[config.mk]
export PLATFORM = sky130hd
export DESIGN_NAME = hamming_rx_controller_flat
export DESIGN_NICKNAME = d
export VERILOG_FILES = /design/src/rtl/hamming_rx_controller_pkg.sv /design/src/rtl/hamming_rx_controller_if.sv /design/src/rtl/hamming_rx_controller_rx_fifo.sv /design/src/rtl/hamming_rx_controller.sv /design/src/flat_wrapper.sv
export SDC_FILE = /design/constraint.sdc
export NUM_CORES = 1
export LEC_CHECK = 0
export ABC_AREA = 1
export BUFFER_PORTS_ARGS = -buffer_cell sky130_fd_sc_hd__buf_4
export CORE_ASPECT_RATIO = 1.75
export CORE_MARGIN = 2
export CORE_UTILIZATION = 60
export DETAILED_ROUTE_END_ITERATION = 6
export PLACE_DENSITY = 0.81
export SLEW_MARGIN = 20
export SYNTH_ARGS = -nofsm -noshare
export SYNTH_HDL_FRONTEND = slang
export SYNTH_SLANG_ARGS = --single-unit
[constraint.sdc]
create_clock -name clk -period 4.4 [get_ports clk]
set_clock_uncertainty 0.1 [all_clocks]
set_input_delay 0.44 -clock clk [delete_from_list [all_inputs] [get_ports clk]]
set_output_delay 0.44 -clock clk [all_outputs]
set_load 0.1 [all_outputs]
[src/rtl/hamming_rx_controller_pkg.sv]
// Shared definitions for the Hamming(7,4) receive path: FSM encoding,
// codeword bit positions and the single-error-correcting decoder.
package hamming_rx_pkg;

    typedef enum logic [1:0] {
        ST_OFF  = 2'd0,
        ST_SYNC = 2'd1,
        ST_RUN  = 2'd2
    } rx_state_t;

    localparam int CW_P1 = 0;
    localparam int CW_P2 = 1;
    localparam int CW_D1 = 2;
    localparam int CW_P4 = 3;
    localparam int CW_D2 = 4;
    localparam int CW_D3 = 5;
    localparam int CW_D4 = 6;

    localparam int OVERSAMPLE = 8;

    // Returns {corrected, d4, d3, d2, d1}; the syndrome value is the 1-based flipped position
    function automatic logic [4:0] hamming74_correct(input logic [6:0] cw);
        logic [2:0] syn;
        logic [6:0] fix;
        syn[0] = cw[CW_P1] ^ cw[CW_D1] ^ cw[CW_D2] ^ cw[CW_D4];
        syn[1] = cw[CW_P2] ^ cw[CW_D1] ^ cw[CW_D3] ^ cw[CW_D4];
        syn[2] = cw[CW_P4] ^ cw[CW_D2] ^ cw[CW_D3] ^ cw[CW_D4];
        fix = cw;
        case (syn)
            3'd1:    fix[CW_P1] = ~cw[CW_P1];
            3'd2:    fix[CW_P2] = ~cw[CW_P2];
            3'd3:    fix[CW_D1] = ~cw[CW_D1];
            3'd4:    fix[CW_P4] = ~cw[CW_P4];
            3'd5:    fix[CW_D2] = ~cw[CW_D2];
            3'd6:    fix[CW_D3] = ~cw[CW_D3];
            3'd7:    fix[CW_D4] = ~cw[CW_D4];
            default: fix = cw;
        endcase
        return {(syn != 3'd0), fix[CW_D4], fix[CW_D3], fix[CW_D2], fix[CW_D1]};
    endfunction

endpackage

[src/rtl/hamming_rx_controller_if.sv]
// Receiver-side and consumer-side handshake bundle of the Hamming RX controller.
interface hamming_rx_controller_if;
    logic       rx_valid;
    logic [6:0] rx_data;
    logic       rx_ena;
    logic       out_valid;
    logic       out_ready;
    logic [3:0] out_data;
    logic       out_corrected;

    modport master (
        output rx_valid, rx_data, out_ready,
        input  rx_ena, out_valid, out_data, out_corrected
    );

    modport slave (
        input  rx_valid, rx_data, out_ready,
        output rx_ena, out_valid, out_data, out_corrected
    );
endinterface

[src/rtl/hamming_rx_controller_rx_fifo.sv]
// Small synchronous FIFO with a registered head entry, so the consumer sees
// flop outputs and a write into an empty FIFO is visible the very next cycle.
module rx_fifo #(
    parameter int DEPTH = 4,
    parameter int WIDTH = 5
) (
    input  logic             clk,
    input  logic             rst_n,
    input  logic             push,
    input  logic [WIDTH-1:0] din,
    input  logic             pop,
    output logic             full,
    output logic             empty,
    output logic [WIDTH-1:0] head
);
    localparam int AW = $clog2(DEPTH);
    localparam int PW = AW + 1;
    localparam logic [PW-1:0] DEPTH_P = PW'(DEPTH);

    logic [WIDTH-1:0] mem_r [DEPTH];
    logic [PW-1:0]    wr_ptr_r, rd_ptr_r, wr_next_s, rd_next_s;
    logic             full_r, valid_r, full_next_s, valid_next_s;
    logic             push_ok_s, pop_ok_s;
    logic [WIDTH-1:0] head_r, head_next_s;

    // Qualify push/pop and look ahead to the entry that will sit at the head
    always_comb begin
        pop_ok_s     = pop && valid_r;
        push_ok_s    = push && (!full_r || pop_ok_s);
        rd_next_s    = rd_ptr_r + {{AW{1'b0}}, pop_ok_s};
        wr_next_s    = wr_ptr_r + {{AW{1'b0}}, push_ok_s};
        valid_next_s = (rd_next_s != wr_next_s);
        full_next_s  = ((wr_next_s - rd_next_s) == DEPTH_P);
        if (!valid_next_s) begin
            head_next_s = head_r;
        end else if (push_ok_s && (wr_ptr_r == rd_next_s)) begin
            head_next_s = din;
        end else begin
            head_next_s = mem_r[rd_next_s[AW-1:0]];
        end
    end

    // Storage array write
    always_ff @(posedge clk or negedge rst_n) begin
        if (!rst_n) begin
            mem_r <= '{default: '0};
        end else if (push_ok_s) begin
            mem_r[wr_ptr_r[AW-1:0]] <= din;
        end
    end

    // Pointers, status flags and registered head
    always_ff @(posedge clk or negedge rst_n) begin
        if (!rst_n) begin
            wr_ptr_r <= '0;
            rd_ptr_r <= '0;
            full_r   <= 1'b0;
            valid_r  <= 1'b0;
            head_r   <= '0;
        end else begin
            wr_ptr_r <= wr_next_s;
            rd_ptr_r <= rd_next_s;
            full_r   <= full_next_s;
            valid_r  <= valid_next_s;
            head_r   <= head_next_s;
        end
    end

    assign full  = full_r;
    assign empty = !valid_r;
    assign head  = head_r;
endmodule

[src/rtl/hamming_rx_controller.sv]
// Sequencing controller for the Hamming(7,4) UART receiver: oversample tick,
// line-idle synchronisation, codeword capture/correction and nibble buffering.
module hamming_rx_controller
    import hamming_rx_pkg::*;
#(
    parameter int DIV        = 13,
    parameter int DEPTH      = 4,
    parameter int SYNC_TICKS = 16
) (
    input  logic                    clk,
    input  logic                    rst_n,
    input  logic                    enable,
    input  logic                    clr,
    input  logic                    rx,
    hamming_rx_controller_if.slave  bus,
    output logic                    overflow,
    output logic [7:0]              corr_count,
    output logic [1:0]              state
);
    localparam int CW = $clog2(DIV);
    localparam int SW = $clog2(SYNC_TICKS + 1);
    localparam logic [CW-1:0] DIV_LAST  = CW'(DIV - 1);
    localparam logic [SW-1:0] SYNC_LAST = SW'(SYNC_TICKS - 1);

    rx_state_t     state_r, state_next_s;
    logic [CW-1:0] cnt_r, cnt_next_s;
    logic [SW-1:0] sync_r, sync_next_s;
    logic          tick_r, rx_ena_r;
    logic          rx_valid_prev_r, take_s, cw_vld_r;
    logic [6:0]    cw_r;
    logic [4:0]    dec_s, head_s;
    logic          fifo_full_s, fifo_empty_s, pop_s, drop_s;
    logic [7:0]    corr_count_r;
    logic          overflow_r;

    // Next-state logic; the idle counter only advances on oversample ticks
    always_comb begin
        state_next_s = state_r;
        sync_next_s  = sync_r;
        if (!enable) begin
            state_next_s = ST_OFF;
            sync_next_s  = '0;
        end else begin
            case (state_r)
                ST_OFF: begin
                    state_next_s = ST_SYNC;
                    sync_next_s  = '0;
                end
                ST_SYNC: begin
                    if (tick_r && rx && (sync_r == SYNC_LAST)) begin
                        state_next_s = ST_RUN;
                        sync_next_s  = '0;
                    end else if (tick_r && rx) begin
                        sync_next_s = sync_r + SW'(1);
                    end else if (tick_r) begin
                        sync_next_s = '0;
                    end else begin
                        sync_next_s = sync_r;
                    end
                end
                ST_RUN:  state_next_s = ST_RUN;
                default: state_next_s = ST_OFF;
            endcase
        end
    end

    // Prescaler restarts from zero whenever leaving or sitting in OFF
    always_comb begin
        if ((state_r == ST_OFF) || (state_next_s == ST_OFF)) begin
            cnt_next_s = '0;
        end else if (cnt_r == DIV_LAST) begin
            cnt_next_s = '0;
        end else begin
            cnt_next_s = cnt_r + CW'(1);
        end
    end

    // FSM, prescaler and tick registers; rx_ena is a lookahead of the RUN tick
    always_ff @(posedge clk or negedge rst_n) begin
        if (!rst_n) begin
            state_r  <= ST_OFF;
            sync_r   <= '0;
            cnt_r    <= '0;
            tick_r   <= 1'b0;
            rx_ena_r <= 1'b0;
        end else begin
            state_r  <= state_next_s;
            sync_r   <= sync_next_s;
            cnt_r    <= cnt_next_s;
            tick_r   <= (cnt_next_s == DIV_LAST);
            rx_ena_r <= (state_next_s == ST_RUN) && (cnt_next_s == DIV_LAST);
        end
    end

    assign take_s = bus.rx_valid && !rx_valid_prev_r && (state_r == ST_RUN);

    // Rising-edge capture of the codeword; the decode stage finishes even after disable
    always_ff @(posedge clk or negedge rst_n) begin
        if (!rst_n) begin
            rx_valid_prev_r <= 1'b0;
            cw_vld_r        <= 1'b0;
            cw_r            <= 7'd0;
        end else begin
            rx_valid_prev_r <= bus.rx_valid;
            cw_vld_r        <= take_s;
            if (take_s) begin
                cw_r <= bus.rx_data;
            end
        end
    end

    assign dec_s  = hamming74_correct(cw_r);
    assign pop_s  = !fifo_empty_s && bus.out_ready;
    assign drop_s = cw_vld_r && fifo_full_s && !pop_s;

    rx_fifo #(
        .DEPTH (DEPTH),
        .WIDTH (5)
    ) u_fifo (
        .clk   (clk),
        .rst_n (rst_n),
        .push  (cw_vld_r),
        .din   (dec_s),
        .pop   (pop_s),
        .full  (fifo_full_s),
        .empty (fifo_empty_s),
        .head  (head_s)
    );

    // Status counters; clear wins over a same-cycle increment or overflow set
    always_ff @(posedge clk or negedge rst_n) begin
        if (!rst_n) begin
            corr_count_r <= 8'd0;
            overflow_r   <= 1'b0;
        end else if (clr) begin
            corr_count_r <= 8'd0;
            overflow_r   <= 1'b0;
        end else begin
            if (cw_vld_r && dec_s[4] && (corr_count_r != 8'hFF)) begin
                corr_count_r <= corr_count_r + 8'd1;
            end
            if (drop_s) begin
                overflow_r <= 1'b1;
            end
        end
    end

    assign bus.rx_ena        = rx_ena_r;
    assign bus.out_valid     = !fifo_empty_s;
    assign bus.out_data      = head_s[3:0];
    assign bus.out_corrected = head_s[4];
    assign overflow          = overflow_r;
    assign corr_count        = corr_count_r;
    assign state             = state_r;
endmodule

[src/flat_wrapper.sv]
// flat-port wrapper written by rule: the top's interface ports become plain ports
module hamming_rx_controller_flat import hamming_rx_pkg::*;
#(
    parameter int DIV        = 13,
    parameter int DEPTH      = 4,
    parameter int SYNC_TICKS = 16
)
  (clk, rst_n, enable, clr, rx, overflow, corr_count, state, bus_rx_valid, bus_rx_data, bus_out_ready, bus_rx_ena, bus_out_valid, bus_out_data, bus_out_corrected);
  hamming_rx_controller_if bus_i ();
  input  logic clk;
  input  logic rst_n;
  input  logic enable;
  input  logic clr;
  input  logic rx;
  output logic overflow;
  output logic [7:0] corr_count;
  output logic [1:0] state;
  input wire logic [$bits(bus_i.rx_valid)-1:0] bus_rx_valid;
  input wire logic [$bits(bus_i.rx_data)-1:0] bus_rx_data;
  input wire logic [$bits(bus_i.out_ready)-1:0] bus_out_ready;
  output wire logic [$bits(bus_i.rx_ena)-1:0] bus_rx_ena;
  output wire logic [$bits(bus_i.out_valid)-1:0] bus_out_valid;
  output wire logic [$bits(bus_i.out_data)-1:0] bus_out_data;
  output wire logic [$bits(bus_i.out_corrected)-1:0] bus_out_corrected;
  assign bus_i.rx_valid = bus_rx_valid;
  assign bus_i.rx_data = bus_rx_data;
  assign bus_i.out_ready = bus_out_ready;
  assign bus_rx_ena = bus_i.rx_ena;
  assign bus_out_valid = bus_i.out_valid;
  assign bus_out_data = bus_i.out_data;
  assign bus_out_corrected = bus_i.out_corrected;
  hamming_rx_controller #(.DIV(DIV), .DEPTH(DEPTH), .SYNC_TICKS(SYNC_TICKS)) u_core (.clk(clk), .rst_n(rst_n), .enable(enable), .clr(clr), .rx(rx), .bus(bus_i), .overflow(overflow), .corr_count(corr_count), .state(state));
endmodule
=== Word-level counts from Yosys, hierarchy flattened ===
Index checks and enable logic that the tools add are counted.

* Add/subtract/negate cells: 6
* $lt $le $gt $ge: 3
* Equal/unequal tests: 16
* Multiplexer cells: 25
* Bitwise operators: 15
* Reduce and logical (&&, ||, !) cells: 25

{| class="wikitable"
|+ Operator list
! operator !! number
|-
| 5-bit 2-to-1 mux || 8
|-
| 20-bit bitwise mux || 1
|-
| 8-bit 2-to-1 mux || 2
|-
| 1-bit logical AND || 14
|-
| 3-bit equality test, second input constant || 4
|-
| 5-bit binary-select mux with 2-bit select || 1
|-
| 5-bit demux with 2-bit select || 1
|-
| 5-bit one-hot mux with 2 select lines || 1
|-
| 1-bit XOR || 9
|-
| 8-bit by 1-bit adder with 8-bit output, second input constant || 1
|-
| 4-bit equality test, second input constant || 2
|-
| 4-bit 2-to-1 mux || 2
|-
| 8-bit != test, second input constant || 1
|-
| 3-bit by 1-bit adder with 3-bit output || 2
|-
| 3-bit >= comparator, second input constant || 2
|-
| 1-bit 2-to-1 mux || 6
|-
| 2-bit NOT with 3-bit output || 2
|-
| 2-bit one-hot mux with 3 select lines || 1
|-
| 5-bit by 1-bit adder with 5-bit output, second input constant || 1
|-
| 5-bit by 4-bit equality test with 1-bit output, second input constant || 1
|-
| 5-bit by 2-bit != test with 1-bit output, second input constant || 1
|-
| 4-bit by 1-bit adder with 4-bit output, second input constant || 1
|-
| 2-bit equality test, second input constant || 2
|-
| 2-bit logical NOT || 2
|-
| 14 further kinds || 22
|}

* Flip-flop bits (word level): 64
* Input bits: 14
* Word-level logic and storage cells: 109

=== Depth between registers and ports, before layout ===
Gate-level depths: netlist of the first run.

* Depth after elaboration: 10
* Gate-level depth with buffers: 13

=== By module ===
A second synthesis of the first run with hierarchy kept.

* Cells, all modules: 423
* Area, all modules: 3437.0 µm²

{| class="wikitable"
|+ By module, submodules not included
! module !! instances !! cells each !! area an instance (µm²)
|-
| hamming_rx_controller || 1 || 232 || 1805.5
|-
| rx_fifo || 1 || 191 || 1631.6
|}

=== Least setup slack after synthesis of the first run ===
No wires, ideal clock.

* Kind: flip-flop to flip-flop
* From: reg u_core.u_fifo.valid_r
* To: reg u_core.u_fifo.head_r[4] (netlist: u_core.u_fifo.head[4])
* Arrival: 2.418 ns
* Path slack: 1.758 ns
* Cell stages (with the launch flop): 11
* Period minus slack after synthesis: 2.642 ns
* Cell sequence: dfrtp_1 > nand2_2 > a21oi_2 > ha_1 > ha_1 > ha_1 > nand2_1 > nor2_4 > inv_1 > nor2_1 > a21oi_1

* Elaborated cells on any way between the ends: 14

{| class="wikitable"
|+ RTL lines
! item !! line !! RTL
|-
| from (decl) || hamming_rx_controller_rx_fifo.sv:22 || <nowiki>logic full_r, valid_r, full_next_s, valid_next_s;</nowiki>
|-
| from (signal assigned) || hamming_rx_controller_rx_fifo.sv:64 || <nowiki>valid_r <= valid_next_s;</nowiki>
|-
| 1-bit logical AND || hamming_rx_controller.sv:113 || <nowiki>assign pop_s = !fifo_empty_s && bus.out_ready;</nowiki>
|-
| 1-bit logical AND * || hamming_rx_controller_rx_fifo.sv:28 || <nowiki>pop_ok_s = pop && valid_r;</nowiki>
|-
| 1-bit logical OR * || hamming_rx_controller_rx_fifo.sv:29 || <nowiki>push_ok_s = push && (!full_r || pop_ok_s);</nowiki>
|-
| 1-bit logical AND * || hamming_rx_controller_rx_fifo.sv:29 ||
|-
| 3-bit by 1-bit adder with 3-bit output * || hamming_rx_controller_rx_fifo.sv:31 || <nowiki>wr_next_s = wr_ptr_r + {{AW{1'b0}}, push_ok_s};</nowiki>
|-
| named net u_core.u_fifo.wr_next_s[1] || hamming_rx_controller_rx_fifo.sv:21 || <nowiki>logic [PW-1:0] wr_ptr_r, rd_ptr_r, wr_next_s, rd_next_s;</nowiki>
|-
| 3-bit != test * || hamming_rx_controller_rx_fifo.sv:32 || <nowiki>valid_next_s = (rd_next_s != wr_next_s);</nowiki>
|-
| named net u_core.u_fifo.valid_next_s || hamming_rx_controller_rx_fifo.sv:22 ||
|-
| to (signal assigned) || hamming_rx_controller_rx_fifo.sv:65 || <nowiki>head_r <= head_next_s;</nowiki>
|-
| to (decl) || hamming_rx_controller_rx_fifo.sv:24 || <nowiki>logic [WIDTH-1:0] head_r, head_next_s;</nowiki>
|}

The timed path passes the listed nets; every way through them passes the cells marked *. The select of a mux whose other input is x is not followed.
A chain may end at the register's enable or synchronous reset.

=== Worst setup path after layout of the first run ===
* From: reg u_core.u_fifo.valid_r
* To: reg u_core.u_fifo.head_r[4] (netlist: u_core.u_fifo.head[4])

* Elaborated cells on any way between the ends: 14

{| class="wikitable"
|+ RTL lines
! item !! line !! RTL
|-
| 1-bit logical AND || hamming_rx_controller.sv:113 ||
|-
| 1-bit logical AND * || hamming_rx_controller_rx_fifo.sv:28 ||
|-
| 3-bit by 1-bit adder with 3-bit output * || hamming_rx_controller_rx_fifo.sv:30 || <nowiki>rd_next_s = rd_ptr_r + {{AW{1'b0}}, pop_ok_s};</nowiki>
|-
| named net u_core.u_fifo.rd_next_s[1] || hamming_rx_controller_rx_fifo.sv:21 ||
|-
| 3-bit != test * || hamming_rx_controller_rx_fifo.sv:32 ||
|-
| named net u_core.u_fifo.valid_next_s || hamming_rx_controller_rx_fifo.sv:22 ||
|}

Marks and branches as above.

==> flow_summary_export.csv, run 1 <==
group,metric,value,unit
place,placed_cells,490,
synth,ys_ff_latch,64,
clock_network,cts_buffers,9,
timing,fmax,414.3,MHz
worst_setup_path,path_class,"reg2reg",
global_route,grt.total_usage,26.24,%
clock_network,cts_resized,0,
clock_network,clockRootBuffer,"clkbuf_8",
power_and_ir_drop,power_per_cell_area,487.2,mW/mm²
worst_setup_path,path_delay_family,"adder cells",
synth,seq_area_frac_synth,48.80,%
global_route,overflow,0,
place,portBuffers,31,
floorplan,die_area,0.006100,mm²
power_and_ir_drop,cellLeakagePower,1.910,nW
floorplan,core_area,0.005255,mm²
place,hpwl,5198,µm
worst_setup_path,path_cells,"nand2_2 -> inv_1 -> ha_1 -> ha_1 -> inv_1 -> ha_1 -> nand2_1 -> nor2_4 -> inv_1 -> nor2_1 -> a21oi_1",
synth,syn_nets,431,
timing,setup_viol,0,
finish,antenna_cells,0,
routing,drt_iter0_drc,186,
worst_setup_path,path_max_fanout,10,
synth,yosys_warnings,0,
synth,syn_area_per_cell,8.083,µm²
place,dp_slack,1902,ps
job,drv_cap,0,
floorplan,chipHeight,101.8,µm
floorplan,ios,32,
routing,totalWireLength,7103,µm
timing,rsz0062_at_grt,"false",
clock_network,clk_latency,350,ps
power_and_ir_drop,sequentialPowerShare,36.8,%
timing,finalCritPeriodShare,54.86,%
worst_setup_path,cp.arrival,2560,ps
timing,fin_crit,2414,ps
global_route,antenna_found_initial,0,
routing,firstDrtPassIters,5,
worst_setup_path,path_buf_inv,3,
finish,drive_gt1_share,15.30,%
power_and_ir_drop,pwr-share-comb,37.0,%
synth,synthCells,406,
clock_network,cts_sinks,64,
timing,fin_tns_setup,0,ps
worst_setup_path,end_kind,"register",
finish,syn_to_final_growth,14.53,%
routing,wl_per_cell,14.04,µm
clock_network,htreeDepth,3,
synth,synth.distinct_cells,33,
timing,drv_slew,0,
run_status,outcome,"finished clean",
routing,drtAntennaViolNets,0,
place,placed_cell_area,0.003578,mm²
power_and_ir_drop,total_power,1.831,mW
min_path,hold_path.class,"in2async",
power_and_ir_drop,switching_share,40.06,%
timing,relSlewSlack,47.58,%
clock_network,cts_hold_buf,0,
floorplan,start_util,62.45,%
routing,drcViolationCount,0,
floorplan,die_w,59.91,µm
clock_network,path_clk_slew,70,ps
finish,finalInstanceArea,0.003759,mm²
floorplan,num_rows,35,
timing,worstMarginPinSlew,786.4,ps
power_and_ir_drop,cellInternalPower,1.098,mW
power_and_ir_drop,peakVddDrop,0.2883,mV
power_and_ir_drop,p_sw,0.7335,mW
finish,final_nets,471,
power_and_ir_drop,pwr-share-clk,26.2,%
timing,setup_slack,1986,ps
place,gp_congestion,0.8666,
clock_network,cts_buffer_depth,2,
timing,hold_viol,0,
worst_setup_path,slowest_delay,400,ps
worst_setup_path,critPathLaunchType,"register",
clock_network,post_cts_buffers,0,
routing,viasPerCell,5.569,
global_route,grt_pass1_vias,2676,
global_route,grt_max_degree,65,
finish,final_cell_count_no_fill,506,
worst_setup_path,slowest_stage,"dfrtp_1",
clock_network,cts_tree,"done",
global_route,grt_pass1_wl,11830,µm
synth,synth_area,0.003282,mm²
routing,vias,2818,
worst_setup_path,cp_data_required_time,4540,ps
final timing paths:
check | from | to | slack, ps | depth (start not counted)
worst min register to register | u_core.u_fifo.mem_r[6] | u_core.u_fifo.mem_r[6] | 390 | 2
max in group asynchronous | rst_n | u_core.cw_r[3] | 3610 | 1
worst max-delay path | u_core.u_fifo.valid_r | u_core.u_fifo.head[4] | 1990 | 11
worst max register to register | u_core.u_fifo.valid_r | u_core.u_fifo.head[4] | 1990 | 11
min in group clk | bus_rx_valid | u_core.rx_valid_prev_r | 110 | 1
worst min-delay path | rst_n | u_core.u_fifo.mem_r[1] | 60 | 1
layout make-up:
| cell class | count | area, µm² |
|---|---|---|
| clock buffer | 12 | 135.1 |
| clock inverter | 4 | 45.04 |
| fill | 409 | 1496 |
| inverter | 50 | 187.7 |
| multi-input combinational | 289 | 1480 |
| sequential | 64 | 1602 |
| tap | 55 | 68.82 |
| timing repair buffer | 32 | 240.2 |
synthesized netlist by cell type:
cell	n	share of area, %
nor2_2	3	0.57
o22ai_1	4	0.76
nand2_2	6	1.1
a211oi_1	1	0.23
nor4_1	2	0.38
a22o_1	1	0.27
a21oi_1	13	2.0
ha_1	11	4.2
nor2_1	30	3.4
nor3_2	1	0.31
nand2b_1	1	0.19
inv_1	44	5.0
o21ai_0	25	3.8
a21oi_2	1	0.27
clkbuf_1	2	0.23
buf_2	1	0.15
xnor2_1	5	1.3
or2_2	1	0.19
nand4_1	2	0.38
nand3_1	34	5.2
nand2_4	3	1.0
o21ai_2	1	0.27
dfrtp_1	64	49
a31oi_1	1	0.19
xor2_1	6	1.6
a22oi_1	1	0.23
o21ai_1	8	1.2
nand2_1	116	13
nor2_4	2	0.69
nor3b_1	3	0.69
inv_2	6	0.69
o22a_1	2	0.53
nor3_1	5	0.76
registers in the layout, summed over array words and instances, names as in the netlist:
name	flops
u_core.u_fifo.rd_ptr_r	3
u_core.u_fifo.head	5
u_core.rx_valid_prev_r	1
u_core.u_fifo.valid_r	1
u_core.corr_count	8
u_core.sync_r	5
u_core.state	2
u_core.tick_r	1
u_core.cw_vld_r	1
u_core.cw_r	7
u_core.u_fifo.full	1
u_core.overflow	1
u_core.u_fifo.wr_ptr_r	3
u_core.u_fifo.mem_r	20
u_core.bus.rx_ena	1
u_core.cnt_r	4
per-layer routing:
metal	GRT usage (%)	vias up	routed length, µm	share of wire (%)
li1	-	1390	-	-
met1	28.96	1341	2688	38
met2	46.32	70	3927	55
met3	3.924	17	268	3.8
met4	14.87	0	218	3.1
met5	0	-	0	0
cells by family (layout without fill, tap and decap cells):
kind of cell / count (synthesis) / in the layout / synth area share, %
buf+inv: 53 / 98 / 6.100
compound gates: 58 / 58 / 9.760
flops: 64 / 64 / 48.80
fa+ha+maj: 11 / 11 / 4.194
simple gates: 209 / 209 / 28.21
xor+xnor: 11 / 11 / 2.935
layout by cell type, fill, tap and decap left out, types with 4 or more instances in the layout:
master    Yosys  layout
nand2_1     116     116
dfrtp_1      64      64
inv_1        44      44
nand3_1      34      34
buf_4         0      32
nor2_1       30      30
o21ai_0      25      25
a21oi_1      13      13
ha_1         11      11
clkbuf_8      0       9
o21ai_1       8       8
nand2_2       6       6
xor2_1        6       6
inv_2         6       6
xnor2_1       5       5
nor3_1        5       5
o22ai_1       4       4
power by group through the flow:
stage               registers, mW  logic [mW]  clock network, mW
global route                0.679       0.740              0.507
floorplan                   0.838       0.362                  0
detailed placement          0.685       0.669                  0
CTS                         0.674       0.677              0.482
global placement            0.685       0.651                  0
finish                      0.674       0.678              0.480
through the flow:
step / util (%) / hold slack (ps)
after global routing: 71.52 / 108.4
final: 71.52 / 56.49
after floorplan: - / 44.41
after detailed placement: 68.10 / 373.4
after CTS: 71.52 / 108.7
after global placement: 68.10 / 368.2
(Power assumes the default switching activity.)
==> run 2: changes to the inputs <==
--- a/config.mk
+++ b/config.mk
@@ -5,13 +5,13 @@
 export SDC_FILE = /design/constraint.sdc
 export NUM_CORES = 1
 export LEC_CHECK = 0
-export ABC_AREA = 1
+export ABC_AREA = 0
 export BUFFER_PORTS_ARGS = -buffer_cell sky130_fd_sc_hd__buf_4
 export CORE_ASPECT_RATIO = 1.75
 export CORE_MARGIN = 2
-export CORE_UTILIZATION = 60
+export CORE_UTILIZATION = 53
 export DETAILED_ROUTE_END_ITERATION = 6
-export PLACE_DENSITY = 0.81
+export PLACE_DENSITY = 0.76
 export SLEW_MARGIN = 20
 export SYNTH_ARGS = -nofsm -noshare
 export SYNTH_HDL_FRONTEND = slang
==> constraint.sdc (replaced) <==
create_clock -name clk -period 2.2 [get_ports clk]
set_clock_uncertainty 0.1 [all_clocks]
set_input_delay 0.22 -clock clk [delete_from_list [all_inputs] [get_ports clk]]
set_output_delay 0.22 -clock clk [all_outputs]
set_load 0.1 [all_outputs]
==> run 2 against run 1 <==
  * The run now ends with negative setup slack left
  * Power grew 91%
  * Hold slack lost 31 ps
  * Critical path depth decreased by 1
  * Cell area rose by 16%
  * Sequential power increased by 88%
  * Die area grew 12%
  * Register-to-register slack worse by 2200 ps
  * Wire length increased by 1.2%
  * Sequential share of layout area fell by 5.5 points
  * Via count decreased by 13%
  * Critical endpoint is now u_core.u_fifo.head[3]
  * Largest cell class is now multi-input combinational cells
==> flow_summary_export.csv, run 2 <==
group,metric,value,unit
worst_setup_path,slowest_delay,490,ps
synth,yosys_warnings,0,
finish,syn_to_final_growth,34.24,%
synth,seq_area_frac_synth,49.25,%
finish,largest_register_ffs,20,
worst_setup_path,cpMostUsedCell,"ha_4",
clock_network,cts_tree,"done",
clock_network,cts_buffers,9,
floorplan,start_util,54.88,%
finish,layout_common_cells,"60 x buf_4, 55 x dfrtp_1, 25 x mux2_2",
floorplan,ios,32,
floorplan,die_area,0.006803,mm²
clock_network,clockRootBuffer,"clkbuf_8",
synth,synthCells,279,
worst_setup_path,path_delay_family,"adder cells",
power_and_ir_drop,peakVddDrop,0.5590,mV
synth,synth_area,0.003252,mm²
synth,syn_area_per_cell,11.66,µm²
worst_setup_path,cp_data_required_time,2330,ps
place,portBuffers,31,
floorplan,die_w,63.21,µm
clock_network,htreeDepth,3,
global_route,grt_max_degree,65,
finish,final_nets,378,
worst_setup_path,path_cells,"nand2_4 -> and2_4 -> nor2_4 -> ha_4 -> ha_4 -> ha_4 -> and2_4 -> buf_4 -> and3_4 -> a211o_1",
finish,fillers,442,
synth,syn_nets,304,
timing,hold_viol,0,
finish,final_common_cell,"buf_4",
synth,synthTopCellsByCount,"64 x dfrtp_1, 25 x mux2_2, 13 x a21oi_1, 13 x inv_1, 13 x o21ai_0",
worst_setup_path,path_buf_inv,1,
worst_setup_path,path_max_fanout,4,
run_status,violations,"negative setup slack",
global_route,overflow,0,
worst_setup_path,slowest_stage,"dfrtp_4",
finish,drive_gt1_share,44.41,%
min_path,hold_path.class,"in2reg",
clock_network,clk_latency,350,ps
routing,viasPerCell,5.615,
timing,worstMarginPinSlew,808.4,ps
worst_setup_path,path_class,"reg2reg",
worst_setup_path,end_kind,"register",
floorplan,chipHeight,107.6,µm
global_route,grt_pass1_wl,11820,µm
timing,setup_slack,-167.7,ps
run_status,outcome,"complete, but fails checks",
finish,multiInputGateArea,0.001778,mm²
place,gp_congestion,0.8251,
timing,drv_slew,0,
routing,drt_iter0_drc,95,
timing,rsz0062_at_grt,"true",
synth,synth_top_cell_by_area,"dfrtp_1",
floorplan,core_area,0.005926,mm²
worst_setup_path,rrSetupSlack,-170,ps
routing,totalWireLength,7191,µm
worst_setup_path,cp.arrival,2500,ps
power_and_ir_drop,total_power,3.501,mW
clock_network,cts_sinks,64,
power_and_ir_drop,cellLeakagePower,2.008,nW
synth,synth_top_area_share,49.25,%
finish,regMostFlops,"u_core.u_fifo.mem_r",
finish,antenna_cells,0,
synth,ys_ff_latch,64,
timing,finalCritPeriodShare,107.6,%
finish,finalInstanceArea,0.004365,mm²
worst_setup_path,critPathLaunchType,"register",
timing,fin_crit,2368,ps
synth,synth_ff_type,"dfrtp_1",
routing,drtAntennaViolNets,0,
routing,drcViolationCount,0,
clock_network,path_clk_slew,80,ps
timing,fmax,422.4,MHz
synth,yosysMostFrequentCell,"dfrtp_1",
timing,relSlewSlack,46.11,%
timing,fin_hold_ws,25.73,ps
synth,synth.distinct_cells,55,
routing,firstDrtPassIters,4,
global_route,grt_pass1_vias,2509,
floorplan,num_rows,37,
synth,synth_edf_count,0,
timing,setup_viol,6,
routing,wl_per_cell,16.49,µm
place,placed_cell_area,0.003821,mm²
synth,netlist_top_cells_area,"dfrtp_1 49%, mux2_2 8.7%, ha_1 4.2%, mux4_2 3.5%, xor2_1 3.0%",
job,drv_cap,0,
global_route,antenna_found_initial,0,
clock_network,cts_buffer_depth,2,
synth,synthArstFlopShare,100.0,%
global_route,grt.total_usage,22.88,%
power_and_ir_drop,power_per_cell_area,802.0,mW/mm²
place,hpwl,4933,µm
finish,regArea,0.001620,mm²
routing,vias,2448,
run 2: changes by cell type after synthesis, moves of 6 or more:
cell and delta:
o31ai_1 +6, or4_1 +6, and3_1 +7, o21ai_1 -8, nand2_2 -6, nand3_1 -22
nand2_1 -109, o21ai_0 -12, mux2_2 +25, inv_2 -6, inv_1 -31, nor2_1 -22
run 2: layout make-up:
| cell class | count | area share (%) |
|---|---|---|
| timing repair buffer | 74 | 13.64 |
| multi-input combinational | 191 | 40.73 |
| clock buffer | 9 | 2.837 |
| sequential | 64 | 37.12 |
| inverter | 13 | 1.232 |
| tap | 78 | 2.236 |
| clock inverter | 7 | 2.207 |
run 2: through the flow:
stage | utilization [%] | setup slack [ps] | TNS (ps) | instances
detailed placement | 64.48 | -182.0 | -789.9 | 403
floorplan | - | -426.9 | -1613 | 279
finish | 73.67 | -167.7 | -609.3 | 436
CTS | 70.97 | -116.3 | -436.2 | 431
global route | 73.67 | -209.2 | -993.4 | 436
global placement | 64.48 | -153.4 | -528.1 | 403
run 2: report_power, final:
group          switching, mW  leakage (nW)  internal, mW
sequential            0.0384         0.846          1.24
combinational          0.564          1.05         0.549
clock                  0.475         0.113         0.639
total                   1.08          2.01          2.42
run 2: cells by family (layout without fill, tap and decap cells):
kind of cell               after synthesis  after routing  share of synthesized area, %
AOI/OAI and AO/OA                       52             53                         10.97
xor gates and xnor gates                21             21                         6.387
adders and majority gates               11             11                         4.232
buffers and inverters                   25            103                         3.347
DFF                                     64             64                         49.25
muxes                                   33             33                         13.04
and+or+nand+nor                         73             73                         12.77
run 2: routing by layer:
layer | vias to the layer above | wire length [µm] | global-route usage [%]
met3 | 13 | 259 | 5.544
li1 | 1160 | - | -
met2 | 51 | 4125 | 41.11
met5 | - | 0 | 0
met1 | 1224 | 2662 | 24.48
met4 | 0 | 143 | 12.11
run 2: path summary, 6_finish.rpt:
| path | start | end | cells after the start |
|---|---|---|---|
| setup / recovery | u_core.u_fifo.valid_r | u_core.u_fifo.head[3] | 10 |
| hold / removal | bus_rx_data[5] | u_core.cw_r[5] | 2 |
| setup reg to reg | u_core.u_fifo.valid_r | u_core.u_fifo.head[3] | 10 |
| hold reg to reg | u_core.u_fifo.head[4] | u_core.u_fifo.head[4] | 2 |
| max in group asynchronous | rst_n | u_core.corr_count[2] | 2 |
| min in group asynchronous | rst_n | u_core.corr_count[3] | 2 |
run 2: repair_timing:
| action | in CTS | in global routing |
|---|---|---|
| setup endpoints to repair | 6 | 23 |
| resized for setup | 10 | 22 |
| pin swaps | 2 | 18 |
| buffers inserted | 2 | 4 |
| gates cloned | 0 | 1 |
| endpoints found under the hold margin | 81 | 0 |
| hold buffers | 10 | 0 |
